[src/rtl/stream_max_argmax_if.sv]
// Element input and frame-result output of the streaming max/argmax finder.
// The slave modport is the finder's side; master is the producer/consumer side.
interface stream_max_argmax_if #(
  parameter int unsigned WIDTH = 8,
  parameter int unsigned SIZE  = 3
);
  logic             in_valid;
  logic             in_ready;
  logic [WIDTH-1:0] in_data;
  logic             in_last;
  logic             out_valid;
  logic             out_ready;
  logic [WIDTH-1:0] out_max;
  logic [SIZE-1:0]  out_argmax;
  logic [SIZE:0]    out_len;

  modport master (
    output in_valid, in_data, in_last, out_ready,
    input  in_ready, out_valid, out_max, out_argmax, out_len
  );

  modport slave (
    input  in_valid, in_data, in_last, out_ready,
    output in_ready, out_valid, out_max, out_argmax, out_len
  );
endinterface

[src/rtl/stream_max_argmax.sv]
// Streaming max/argmax: one element per accepted beat, frame result held on a
// valid/ready port. Unsigned compare; ties resolve to the last index.
module stream_max_argmax #(
  parameter int unsigned WIDTH = 8,
  parameter int unsigned SIZE  = 3
) (
  input logic               clk,
  input logic               rst_n,
  stream_max_argmax_if.slave bus
);

  localparam logic [0:0]    StAccum = 1'b0;
  localparam logic [0:0]    StDone  = 1'b1;
  localparam logic [SIZE:0] LastIdx = (SIZE+1)'((1 << SIZE) - 1);

  logic [0:0]       state_q, state_d;
  logic [SIZE:0]    idx_q, idx_d;
  logic [WIDTH-1:0] run_max_q, run_max_d;
  logic [SIZE-1:0]  run_arg_q, run_arg_d;
  logic [WIDTH-1:0] out_max_q, out_max_d;
  logic [SIZE-1:0]  out_arg_q, out_arg_d;
  logic [SIZE:0]    out_len_q, out_len_d;

  logic             accept;
  logic             take;
  logic             close;
  logic [WIDTH-1:0] cand_max;
  logic [SIZE-1:0]  cand_arg;

  always_comb begin
    state_d   = state_q;
    idx_d     = idx_q;
    run_max_d = run_max_q;
    run_arg_d = run_arg_q;
    out_max_d = out_max_q;
    out_arg_d = out_arg_q;
    out_len_d = out_len_q;

    accept = (state_q == StAccum) && bus.in_valid;
    // First element of a frame seeds the running max; ">=" makes ties move to the later index.
    take     = (idx_q == '0) || (bus.in_data >= run_max_q);
    cand_max = take ? bus.in_data : run_max_q;
    cand_arg = take ? idx_q[SIZE-1:0] : run_arg_q;
    close    = bus.in_last || (idx_q == LastIdx);

    case (state_q)
      StAccum: begin
        if (accept) begin
          if (close) begin
            state_d   = StDone;
            out_max_d = cand_max;
            out_arg_d = cand_arg;
            out_len_d = idx_q + (SIZE+1)'(1);
            idx_d     = '0;
          end else begin
            run_max_d = cand_max;
            run_arg_d = cand_arg;
            idx_d     = idx_q + (SIZE+1)'(1);
          end
        end
      end
      StDone: begin
        if (bus.out_ready) begin
          state_d = StAccum;
        end
      end
      default: state_d = StAccum;
    endcase
  end

  always_ff @(posedge clk or negedge rst_n) begin
    if (!rst_n) begin
      state_q   <= StAccum;
      idx_q     <= '0;
      run_max_q <= '0;
      run_arg_q <= '0;
      out_max_q <= '0;
      out_arg_q <= '0;
      out_len_q <= '0;
    end else begin
      state_q   <= state_d;
      idx_q     <= idx_d;
      run_max_q <= run_max_d;
      run_arg_q <= run_arg_d;
      out_max_q <= out_max_d;
      out_arg_q <= out_arg_d;
      out_len_q <= out_len_d;
    end
  end

  assign bus.in_ready   = (state_q == StAccum);
  assign bus.out_valid  = (state_q == StDone);
  assign bus.out_max    = out_max_q;
  assign bus.out_argmax = out_arg_q;
  assign bus.out_len    = out_len_q;

endmodule

[src/flat_wrapper.sv]
// flat-port wrapper written by rule: the top's interface ports become plain ports
module stream_max_argmax_flat 
#(
  parameter int unsigned WIDTH = 8,
  parameter int unsigned SIZE  = 3
)
  (clk, rst_n, bus_in_valid, bus_in_data, bus_in_last, bus_out_ready, bus_in_ready, bus_out_valid, bus_out_max, bus_out_argmax, bus_out_len);
  stream_max_argmax_if #(.WIDTH(WIDTH), .SIZE(SIZE)) bus_i ();
  input logic clk;
  input logic rst_n;
  input wire logic [$bits(bus_i.in_valid)-1:0] bus_in_valid;
  input wire logic [$bits(bus_i.in_data)-1:0] bus_in_data;
  input wire logic [$bits(bus_i.in_last)-1:0] bus_in_last;
  input wire logic [$bits(bus_i.out_ready)-1:0] bus_out_ready;
  output wire logic [$bits(bus_i.in_ready)-1:0] bus_in_ready;
  output wire logic [$bits(bus_i.out_valid)-1:0] bus_out_valid;
  output wire logic [$bits(bus_i.out_max)-1:0] bus_out_max;
  output wire logic [$bits(bus_i.out_argmax)-1:0] bus_out_argmax;
  output wire logic [$bits(bus_i.out_len)-1:0] bus_out_len;
  assign bus_i.in_valid = bus_in_valid;
  assign bus_i.in_data = bus_in_data;
  assign bus_i.in_last = bus_in_last;
  assign bus_i.out_ready = bus_out_ready;
  assign bus_in_ready = bus_i.in_ready;
  assign bus_out_valid = bus_i.out_valid;
  assign bus_out_max = bus_i.out_max;
  assign bus_out_argmax = bus_i.out_argmax;
  assign bus_out_len = bus_i.out_len;
  stream_max_argmax #(.WIDTH(WIDTH), .SIZE(SIZE)) u_core (.clk(clk), .rst_n(rst_n), .bus(bus_i));
endmodule
[config.mk]
export PLATFORM = sky130hd
export DESIGN_NAME = stream_max_argmax_flat
export DESIGN_NICKNAME = d
export VERILOG_FILES = /design/src/rtl/stream_max_argmax_if.sv /design/src/rtl/stream_max_argmax.sv /design/src/flat_wrapper.sv
export SDC_FILE = /design/constraint.sdc
export NUM_CORES = 1
export LEC_CHECK = 0
export ABC_AREA = 1
export ABC_CLOCK_PERIOD_IN_PS = 1800
export CORE_MARGIN = 2
export CORE_UTILIZATION = 52
export DETAILED_ROUTE_END_ITERATION = 8
export PLACE_DENSITY = 0.89
export SYNTH_ARGS = -nofsm -noshare
export SYNTH_HDL_FRONTEND = slang
export SYNTH_SLANG_ARGS = --single-unit
[constraint.sdc]
create_clock -name clk -period 1.8 [get_ports clk]
set_clock_uncertainty 0.05 [all_clocks]
set_input_delay 0.36 -clock clk [delete_from_list [all_inputs] [get_ports clk]]
set_output_delay 0.36 -clock clk [all_outputs]
set_load 0.05 [all_outputs]
==> out/qor.yml, run 1 <==
routing:
  drt_iter0_markers: 109
  firstDrtPassIters: 4
  wl_mm: 4.493
  via_per_inst: 5.268
  route.detailed.drc: 0
  vias: 1591
  wire_per_inst_um: 14.88
  drtAntennaViolNets: 0
floorplanning:
  core_um2: 3053
  io_pins: 30
  rows: 20
  die_area_um2: 3679
  fp.dieW_um: 60.66
  die_h_um: 60.66
  initial_core_util: 0.5467
clock_tree:
  clk_pin_slew_ns: 0.11
  cts_tree: "done"
  hold_buffers: 0
  clk_path_buf_depth: 2
  clk_latency_ns: 0.35
  cts-root-buf: "clkbuf_4"
  cts_buffers: 5
  htree_levels: 2
  clkSinkCount: 31
logic_synthesis:
  yosys-top-cells-count: "nand2_1, nand3_1, dfrtp_1, inv_1"
  synth_top_area_frac: 0.4648
  yosysMostFrequentCell: "nand2_1"
  synth_area_um2: 1669
  ys_types: 19
  ys_ff_latch: 31
  post_synth.cell_area_avg_um2: 7.948
  syn-num-nets: 233
  synthFlopType: "dfrtp_1"
  netlist.top_cell.by_area: "dfrtp_1"
  synth_edf_count: 0
  synth-async-reset-ratio: 1.000
  yosys_warnings: 0
  synthTopCellsByArea: "dfrtp_1, nand2_1, nand3_1"
  syn_inst: 210
  ys_seq_area_frac: 0.4648
timing:
  finalHoldViolCount: 0
  hold_slack_ns: 0.3386
  setup_ws_ns: -0.06264
  drv_slew: 0
  min_period_over_period: 1.035
  rsz0062_at_grt: "true"
  maxSlewHeadroom: 0.7321
  worstMarginPinSlew_ns: 0.4018
  min_period_ns: 1.863
  fmax_ghz: 0.5369
  finalSetupViolCount: 15
grt:
  first_global_vias: 1411
  overflow: 0
  grt_max_degree: 32
  track_usage: 0.2222
  antenna_found_initial: 0
  grt_pass1_wl_mm: 5.975
min_path:
  min-delay-path-class: "in -> async"
critical_path:
  path_depth: 10
  reg2reg_from: "u_core.run_max_q[5]"
  crit_family: "buffers and inverters"
  crit_path_cell_trace: "clkdlybuf4s50_1 > ha_1 > a21oi_1 > nand2_1 > nand2_2 > nand2_4 > buf_4 > nand2_2 > nand3_1 > nand2_1"
  crit_required_ns: 2.03
  r2r-end: "u_core.run_max_q[7]"
  critical_path_class: "in -> reg"
  cp.buffers_inverters: 2
  slowest_delay_ns: 0.46
  startpoint_type: "primary input"
  worstPathMaxFanout: 4
  worst-r2r-setup-slack_ns: -0.04
  crit_slowest_cell: "clkdlybuf4s50_1"
  rr_worst_depth: 10
  cp.arrival_ns: 2.09
  cp-end-kind: "flip-flop"
finish:
  fin_nets: 280
  drive_gt1_frac: 0.3721
  area_delta_synth_final_pct: 45.80
  antenna_cells: 0
outcome:
  status: "finished with violations"
  violations: "negative setup slack"
pwr:
  p_leak_nw: 1.287
  irDropWorstVdd_v: 0.0008124
  power.density_nw_per_um2: 1646
  finalPower_mw: 4.005
placed_design:
  routabilityCongestion: 0.8213
  dp_hpwl_mm: 2.565
  port_buffers: 29
flow_run:
  maxCapViolations: 0
[metal layers]
layer,GRT usage,routed length [um],vias to the layer above
li1,-,-,750
met1,0.2647,1828,758
met5,0,0,-
met2,0.3856,2282,70
met4,0.06522,104,0
met3,0.07036,278,13
[cell usage in the layout (no fill, tap or decap), drive strengths merged, types with 2 or more instances in the layout]
cell type	Yosys	layout
ha	10	10
inv	33	32
clkbuf	0	7
o22ai	2	2
xor2	2	2
clkdlybuf4s50	0	9
buf	7	34
dlymetal6s2s	0	3
a21oi	2	2
nand3	34	34
nand2	77	77
nor2	3	3
o21ai	6	6
dfrtp	31	31
[what timing repair did]
action | 4_1_cts | 5_1_grt
endpoints found under the hold margin | 0 | 0
pin swaps | 0 | 25
setup buffers | 0 | 3
endpoints found under the setup margin | 1 | 23
resized for setup | 1 | 52
cloned | 0 | 2
[through the flow]
stage	instance area (um2)	setup TNS [ns]	setup WS (ns)	cells	util
detailed placement	2053	-6.941	-0.3455	289	0.6725
finish	2434	-0.2425	-0.06264	302	0.7971
global route	2434	-2.131	-0.1620	302	0.7971
floorplan	1674	0	0.02362	210	-
CTS	2142	0	0.02078	297	0.7016
global placement	2053	-6.440	-0.3068	289	0.6725
[logic make-up after synthesis]
| family | after synthesis | synth area share |
|---|---|---|
| flip-flops | 31 | 0.4648 |
| XOR/XNOR | 2 | 0.01050 |
| buffers and inverters | 40 | 0.1019 |
| AND/OR/NAND/NOR | 115 | 0.3081 |
| AO/OA/AOI/OAI | 12 | 0.03973 |
| adder cells (fa/ha/maj) | 10 | 0.07496 |
[worst max-delay path by stage]
stage                    startpoint                     to  slack [ns]
6_report             bus_in_data[3]    u_core.run_max_q[7]       -0.06
2_1_floorplan  u_core.bus.out_valid    u_core.run_arg_q[0]        0.02
3_5_place_dp         bus_in_data[0]  u_core.bus.out_max[4]       -0.35
4_1_cts              bus_in_data[7]  u_core.bus.out_max[1]        0.02
5_1_grt              bus_in_data[3]    u_core.run_max_q[7]       -0.16
3_3_place_gp         bus_in_data[0]  u_core.bus.out_max[4]       -0.31
[cell type report]
class / count / area, um2
flip-flops and latches: 31 / 778.2
multi-input cells: 139 / 938.4
well taps: 44 / 55.05
fillers: 196 / 619.3
repair buffers: 47 / 447.9
inverters: 33 / 127.6
clock buffers: 6 / 51.30
clock inverters: 2 / 35.03
[state kept, by name, indices dropped and copies added, names as in the netlist]
signal                 cells
u_core.bus.out_argmax      3
u_core.bus.out_len         4
u_core.bus.out_max         8
u_core.bus.out_valid       1
u_core.idx_q               4
u_core.run_arg_q           3
u_core.run_max_q           8
[report_power, final]
group / total, mW / internal (mW) / leakage [nW] / switching (mW)
combinational: 2.30 / 0.837 / 0.847 / 1.46
sequential: 1.12 / 0.956 / 0.392 / 0.163
clock: 0.586 / 0.328 / 0.0482 / 0.258
total: 4.01 / 2.12 / 1.29 / 1.88
Power figures use the tool's default switching activity.
==> run 2, diff against run 1 <==
GPL_TIMING_DRIVEN = 0   (was unset)
==> run 2 against run 1 <==
Net effect:
- the flow finishes with violations (negative hold slack)
- final cell count decreased by 2.0%
- core utilization is 7.1 points lower
- register-to-register slack gained 0.05 ns
- wire length fell by 12%
- critical path type is now reg -> reg
- largest power group unchanged
==> out/qor.yml, run 2 (synthesis gave the netlist of run 1 again) <==
outcome:
  status: "finished with violations"
  violations: "negative hold slack"
timing:
  min_period_over_period: 0.9950
  maxSlewHeadroom: 0.5549
  finalSetupViolCount: 0
  min_period_ns: 1.791
  hold_slack_ns: -0.004003
  finalHoldViolCount: 14
  worstMarginPinSlew_ns: 0.6677
  drv_slew: 0
  fmax_ghz: 0.5584
finish:
  fin_util: 0.7258
  final_common_cell: "nand2_1"
  fin_nets: 274
  final_cell_mix: "nand2_1, dfrtp_1, inv_1"
  antenna_cells: 0
  fin_area_um2: 2216
  area_delta_synth_final_pct: 32.76
  drive_gt1_frac: 0.2302
routing:
  via_per_inst: 5.071
  wire_per_inst_um: 13.34
  met2_length_mm: 1.840
  drtAntennaViolNets: 0
  vias: 1501
  met1_length_mm: 1.750
  route.detailed.drc: 0
  top_layer: "met4"
  firstDrtPassIters: 4
  routed-wl-met3_um: 249
  wl_mm: 3.948
  drt_iter0_markers: 94
grt:
  track_usage: 0.2111
  antenna_found_initial: 0
  first_global_vias: 1294
  overflow: 0
  grt_max_degree: 32
  grt_pass1_wl_mm: 5.609
placed_design:
  routabilityCongestion: 0.8299
  dp_hpwl_mm: 2.422
  port_buffers: 29
  postPlaceCellArea_um2: 2019
critical_path:
  slowest_delay_ns: 0.36
  reg2reg_from: "u_core.run_max_q[6]"
  worst-r2r-setup-slack_ns: 0.009
  crit_top_cell: "nand2_2"
  cp.buffers_inverters: 3
  startpoint: "u_core.run_max_q[6]"
  startpoint_type: "flip-flop"
  crit_required_ns: 2.03
  crit_path_cell_trace: "inv_1 > ha_1 > nand2_2 > a21oi_2 > nor3_4 > buf_6 > nand2_4 > buf_8 > nand2_2 > nand3_1 > nand2_1"
  cp-end-kind: "flip-flop"
  cp.arrival_ns: 2.02
  crit_slowest_cell: "dfrtp_1"
  critical_path_class: "reg -> reg"
  worstPathMaxFanout: 5
  crit_family: "simple AND/OR/NAND/NOR gates"
floorplanning:
  die_h_um: 60.66
  initial_core_util: 0.5467
  die_area_um2: 3679
  io_pins: 30
  rows: 20
  core_um2: 3053
  fp.dieW_um: 60.66
clock_tree:
  cts_tree: "done"
  clkSinkCount: 31
  htree_levels: 2
  hold_buffers: 0
  clk_pin_slew_ns: 0.09
  cts-root-buf: "clkbuf_4"
  clk_latency_ns: 0.34
  cts_buffers: 5
  clk_path_buf_depth: 2
pwr:
  irDropWorstVdd_v: 0.0009589
  finalPower_mw: 3.484
  power.density_nw_per_um2: 1572
  p_leak_nw: 1.240
flow_run:
  maxCapViolations: 0
min_path:
  min-delay-path-class: "in -> async"
## run 2: changes by cell type in the layout (fill, tap and decap cells not counted), moves of 2 or more
cell / change
dlygate4sd2_1: +16
clkdlybuf4s50_1: -2
nand2_4: -3
buf_4: -25
buf_12: -2
nand2_2: +3
buf_2: +4
clkbuf_1: +2
nand3_4: -2
nand3_1: +17
nand3_2: -15
## run 2: worst paths after layout
kind	to	cells after the start
max	u_core.run_max_q[2]	11
min	u_core.run_max_q[0]	1
max reg2reg	u_core.run_max_q[2]	11
min reg2reg	u_core.bus.out_len[2]	2
max in group asynchronous	u_core.idx_q[0]	1
min in group clk	u_core.run_max_q[0]	5
## run 2: layer usage
metal,GRT usage,up-vias
li1,-,735
met1,0.2879,702
met2,0.3257,52
met3,0.04478,12
met4,0.09317,0
met5,0,-
## run 2: through the flow
step	hold slack (ns)	worst slack, ns	setup TNS [ns]	std cells
after global placement	0.4110	-0.3874	-14.14	283
after CTS	0.4312	0.003560	0	291
after global routing	0.04253	-0.08104	-0.8331	296
after floorplan	0.01441	0.02362	0	210
final	-0.004003	0.009046	0	296
after detailed placement	0.4135	-0.4312	-16.06	283
## run 2: what timing repair did
item                       4_1_cts  5_1_grt
pin swaps                        0       12
setup endpoints to repair       37       25
gates resized for setup         18       40
cloned                           0        3
setup buffers                    0        3
## run 2: final cells by class
| type | instances | area (um2) |
|---|---|---|
| clock inverters | 1 | 5.005 |
| inverters | 33 | 127.6 |
| multi-input cells | 139 | 825.8 |
| flip-flops and latches | 31 | 778.2 |
| clock buffers | 7 | 45.04 |
| well taps | 44 | 55.05 |
| plain buffers | 6 | 55.05 |
| repair buffers | 35 | 324.1 |
| fillers | 241 | 837.1 |
## run 2: where the power goes
group	internal [mW]	total [mW]	leakage [nW]	switching, mW
combinational	0.667	2.00	0.819	1.33
sequential	0.956	1.09	0.392	0.138
clock	0.152	0.391	0.0293	0.239
total	1.77	3.48	1.24	1.71
